### src/rtl/zle_pkg.sv
// Shared zero run-length token definitions.
// Used by the ZLE encoder and the zld_expand decoder.
package zle_pkg;

  localparam int ZLE_DW      = 3;
  localparam int ZLE_CW      = 4;
  localparam int ZLE_RUN_BIT = ZLE_CW;
  localparam int ZLE_MAX_RUN = (1 << ZLE_CW) - 1;

  typedef logic [ZLE_CW:0]   zle_tok_t;
  typedef logic [ZLE_DW-1:0] zle_sym_t;
  typedef logic [ZLE_CW-1:0] zle_cnt_t;

  function automatic zle_tok_t zle_mk_lit(
    input zle_sym_t d
  );
    zle_tok_t t;
    t = '0;
    t[ZLE_DW-1:0] = d;
    return t;
  endfunction

  function automatic zle_tok_t zle_mk_run(
    input zle_cnt_t k
  );
    return {1'b1, k};
  endfunction

  function automatic logic zle_is_run(
    input zle_tok_t t
  );
    return t[ZLE_RUN_BIT];
  endfunction

  function automatic zle_cnt_t zle_count(
    input zle_tok_t t
  );
    return t[ZLE_CW-1:0];
  endfunction

  function automatic zle_sym_t zle_data(
    input zle_tok_t t
  );
    return t[ZLE_DW-1:0];
  endfunction

endpackage

### src/rtl/zld_expand.sv
// Zero run-length decoder: literals pass through,
// run tokens expand into that many zero symbols.
module zld_expand
  import zle_pkg::*;
#(
  parameter int DW = ZLE_DW,
  parameter int CW = ZLE_CW
) (
  input  logic          clock,
  input  logic          reset,
  input  logic [CW:0]   i_d,
  input  logic          i_valid,
  output logic          i_ready,
  output logic [DW-1:0] o_d,
  output logic          o_valid,
  input  logic          o_ready,
  output logic          run_active
);

  logic [DW-1:0] o_d_q, o_d_d;
  logic          o_valid_q, o_valid_d;
  logic [CW-1:0] rem_q, rem_d;

  logic          free;
  logic          in_run;
  logic          accept;
  logic          tok_run;
  logic [CW-1:0] tok_cnt;
  logic          lit_acc;
  logic          run_acc;

  assign free    = !o_valid_q || o_ready;
  assign in_run  = rem_q != '0;
  assign i_ready = reset && free && !in_run;
  assign accept  = i_valid && i_ready;
  assign tok_run = i_d[CW];
  assign tok_cnt = i_d[CW-1:0];
  assign lit_acc = accept && !tok_run;
  assign run_acc = accept && tok_run
                   && (tok_cnt != '0);

  // Next output slot and pending-zero count.
  // A zero-length run falls into the idle path.
  always_comb begin
    o_d_d     = o_d_q;
    o_valid_d = o_valid_q;
    rem_d     = rem_q;
    unique case (1'b1)
      in_run: begin
        if (free) begin
          o_d_d     = '0;
          o_valid_d = 1'b1;
          rem_d     = rem_q - 1'b1;
        end
      end
      lit_acc: begin
        o_d_d     = i_d[DW-1:0];
        o_valid_d = 1'b1;
      end
      run_acc: begin
        o_d_d     = '0;
        o_valid_d = 1'b1;
        rem_d     = tok_cnt - 1'b1;
      end
      default: begin
        o_valid_d = o_valid_q && !o_ready;
      end
    endcase
  end

  // Output register and run counter.
  always_ff @(posedge clock or negedge reset) begin
    if (!reset) begin
      o_d_q     <= '0;
      o_valid_q <= 1'b0;
      rem_q     <= '0;
    end else begin
      o_d_q     <= o_d_d;
      o_valid_q <= o_valid_d;
      rem_q     <= rem_d;
    end
  end

  assign o_d        = o_d_q;
  assign o_valid    = o_valid_q;
  assign run_active = in_run;

endmodule

### config.mk
export PLATFORM = sky130hd
export DESIGN_NAME = zld_expand
export DESIGN_NICKNAME = d
export VERILOG_FILES = /design/src/rtl/zle_pkg.sv /design/src/rtl/zld_expand.sv
export SDC_FILE = /design/constraint.sdc
export NUM_CORES = 1
export LEC_CHECK = 0
export CAP_MARGIN = 20
export CORE_AREA = 2 2 39 41
export DETAILED_ROUTE_END_ITERATION = 8
export DIE_AREA = 0 0 41 43
export GPL_TIMING_DRIVEN = 0
export PLACE_DENSITY = 0.72
export SYNTH_ARGS = -nofsm -noshare
export SYNTH_HDL_FRONTEND = slang
export SYNTH_SLANG_ARGS = --single-unit
### constraint.sdc
create_clock -name clock -period 4.41 [get_ports clock]
set_input_delay 0.882 -clock clock [delete_from_list [all_inputs] [get_ports clock]]
set_output_delay 0.882 -clock clock [all_outputs]
set_load 0.02 [all_outputs]
==> impl_metrics.yaml, run 1 <==
route:
  drc: 0
  avgRoutedWirePerCell_um: 14.0
  wl_um: 1220
  initialDrtViolationCount: 15
  viasPerCell: 5.84
  vias: 508
  dr.pass1.iters: 4
  ant_nets: 0
synthesis:
  synth_top_cell_area_share: 0.361
  synth_area_leaders: "dfrtp_1 (36%), nor4_4 (7.7%), and4b_1 (5.4%)"
  synth_nets: 64
  netlist-cell-type-count: 31
  synth-seq-cells: 8
  yosys.area.top_type: "dfrtp_1"
  synth_cells: 54
  syn_area_um2: 554
  yosys_warnings: 0
  avgSynthCellArea_um2: 10.3
  ys_seq_area_frac: 0.361
clock_tree:
  clockBufferDepth: 2
  clkSinkCount: 8
  cts_setup_buffers: 0
  cts_resized: 0
  cts_hold_buf: 0
  cts.clk_slew.worst_paths_ns: 0.06
  cts_buffers: 3
  cts_tree: "built"
  clockRootBuffer: "clkbuf_4"
  cts-htree-levels: 1
  clk_latency_ns: 0.26
floorplanning:
  die_area_mm2: 0.00176
  die_x_um: 41
  rows: 14
  core_mm2: 0.00138
  io_pins: 15
  initial_core_util: 0.401
  die_h_um: 43
placed_design:
  place_congestion: 0.776
  port_buffers: 14
  dp_hpwl_um: 888
critical_path:
  startpoint_type: "input port"
  reg2reg_depth: 8
  arrival_ns: 2.55
  worstSetupPathType: "input port to primary output"
  critPathMaxFanout: 7
  end_kind: "primary output"
  critical_path_required_ns: 3.53
layout:
  multiInputGateArea_um2: 339
  final_cell_mix: "clkdlybuf4s50_1 (14), dfrtp_1 (8), nand2_1 (5)"
  insertedDiodeCount: 0
  layout_commonest_cell: "clkdlybuf4s50_1"
  fillers: 131
  utilization: 0.533
  area_growth_pct: 33.0
  drive_above_1_share: 0.169
  final_nets: 83
  seq_area_um2: 200
sta:
  setup-tns-final_ns: 0
  hold_viol: 0
  fmax_mhz: 292
  worstMarginPinSlew_ns: 0.559
  final-setup-viol-count: 0
  finClkSkew_ns: 0.00807
  hold_slack_ns: 0.538
  slew_violations: 0
  fin_crit_ns: 3.43
  period_share: 0.777
  relSlewSlack: 0.626
  rsz0062_at_grt: "false"
power_and_ir_drop:
  power.leakage_nw: 0.307
  p_per_area_mw_per_mm2: 487
  ir_drop_mv: 0.255
grt:
  antenna_found_initial: 0
  grt_pass1_wl_um: 1930
  overflow: 0
  track_usage: 0.165
  grt_pass1_vias: 465
  grt_max_degree: 16
run_status:
  outcome: "complete, no violations"
worst_hold_path:
  hp-class: "register to register"
  whs_path_depth: 2
run:
  max_cap_viol_count: 0
==> synth_stat cells <==
cell type	count
a21oi_2	1
a21oi_1	2
o31a_1	1
ha_1	1
or3_2	1
buf_4	1
nand4_1	1
and4b_1	3
o21ai_1	3
and3b_1	3
o21ai_0	1
nor4_4	2
nand2b_1	2
a31oi_1	4
a211oi_1	1
a211o_2	1
and4_1	1
o21a_1	1
nand2_1	5
nor2_1	1
a32o_1	1
and3_1	1
inv_2	1
dfrtp_1	8
or3_1	1
o31ai_1	1
or4_1	1
nor3_4	1
inv_1	1
nand3_1	1
nor2b_4	1
==> layer usage <==
layer,track usage,share of wire,vias to the layer above
met3,0.0471,0.055,2
met1,0.207,0.48,240
met2,0.247,0.45,17
li1,-,-,249
met5,0,0,-
met4,0.0800,0.014,0
==> registers in the layout (all words and copies together) (netlist names) <==
register / count
o_valid: 1
rem_q: 4
o_d: 3
==> power breakdown <==
group | total [mW] | leakage [nW] | internal [mW] | switching (mW)
sequential | 0.123 | 0.102 | 0.0947 | 0.0280
clock | 0.0589 | 0.0138 | 0.0313 | 0.0276
combinational | 0.177 | 0.192 | 0.0859 | 0.0915
total | 0.359 | 0.307 | 0.212 | 0.147
==> layout make-up <==
type | instances | share of cell area
inverter | 2 | 0.0102
multi-input combinational | 43 | 0.460
tap | 16 | 0.0272
timing repair buffer | 14 | 0.190
clock buffer | 3 | 0.0306
buffer | 1 | 0.0102
sequential | 8 | 0.272
==> kinds of logic after synthesis <==
kind of cell | after synthesis | synth area share
AND/OR/NAND/NOR | 25 | 0.382
AO/OA/AOI/OAI | 17 | 0.208
flip-flops | 8 | 0.361
buffers and inverters | 3 | 0.0271
adder cells (fa/ha/maj) | 1 | 0.0226
==> worst max-delay path, cell delays in order <==
cell and delay, ns:
clkdlybuf4s50_1 0.57, nand2b_1 0.30, and3_1 0.19, clkdlybuf4s50_1 0.59
==> worst paths after layout <==
path,startpoint,end,slack [ns]
max,o_ready,i_ready,0.98
min,o_d[2],o_d[2],0.54
max reg2reg,rem_q[3],rem_q[2],2.59
max in group asynchronous,reset,rem_q[0],3.06
min in group asynchronous,reset,o_d[0],0.98
min reg2reg,o_d[2],o_d[2],0.54
==> through the flow <==
stage,instance area (µm²),cells,setup slack [ns],power (mW)
after detailed placement,714,84,0.964,0.303
after CTS,737,87,0.966,0.362
final,737,87,0.983,0.359
after floorplan,554,54,2.17,0.240
after global placement,714,84,0.973,0.300
after global routing,737,87,0.867,0.385
(Power assumes the default switching activity.)
==> inputs of run 2 (changes only) <==
clock period = 3.25 ns   (was 4.41 ns; I/O delays follow)
==> results of run 2 <==
The final DEF is identical to that of run 1. Status: complete, no violations.
Main changes from that run: setup slack after placement 0.964 ns -> 0.268 ns; setup slack after layout 0.983 ns -> 0.287 ns; register-to-register setup slack 2.59 ns -> 1.43 ns; total power 0.359 mW -> 0.487 mW; worst IR drop on VDD 0.255 mV -> 0.346 mV
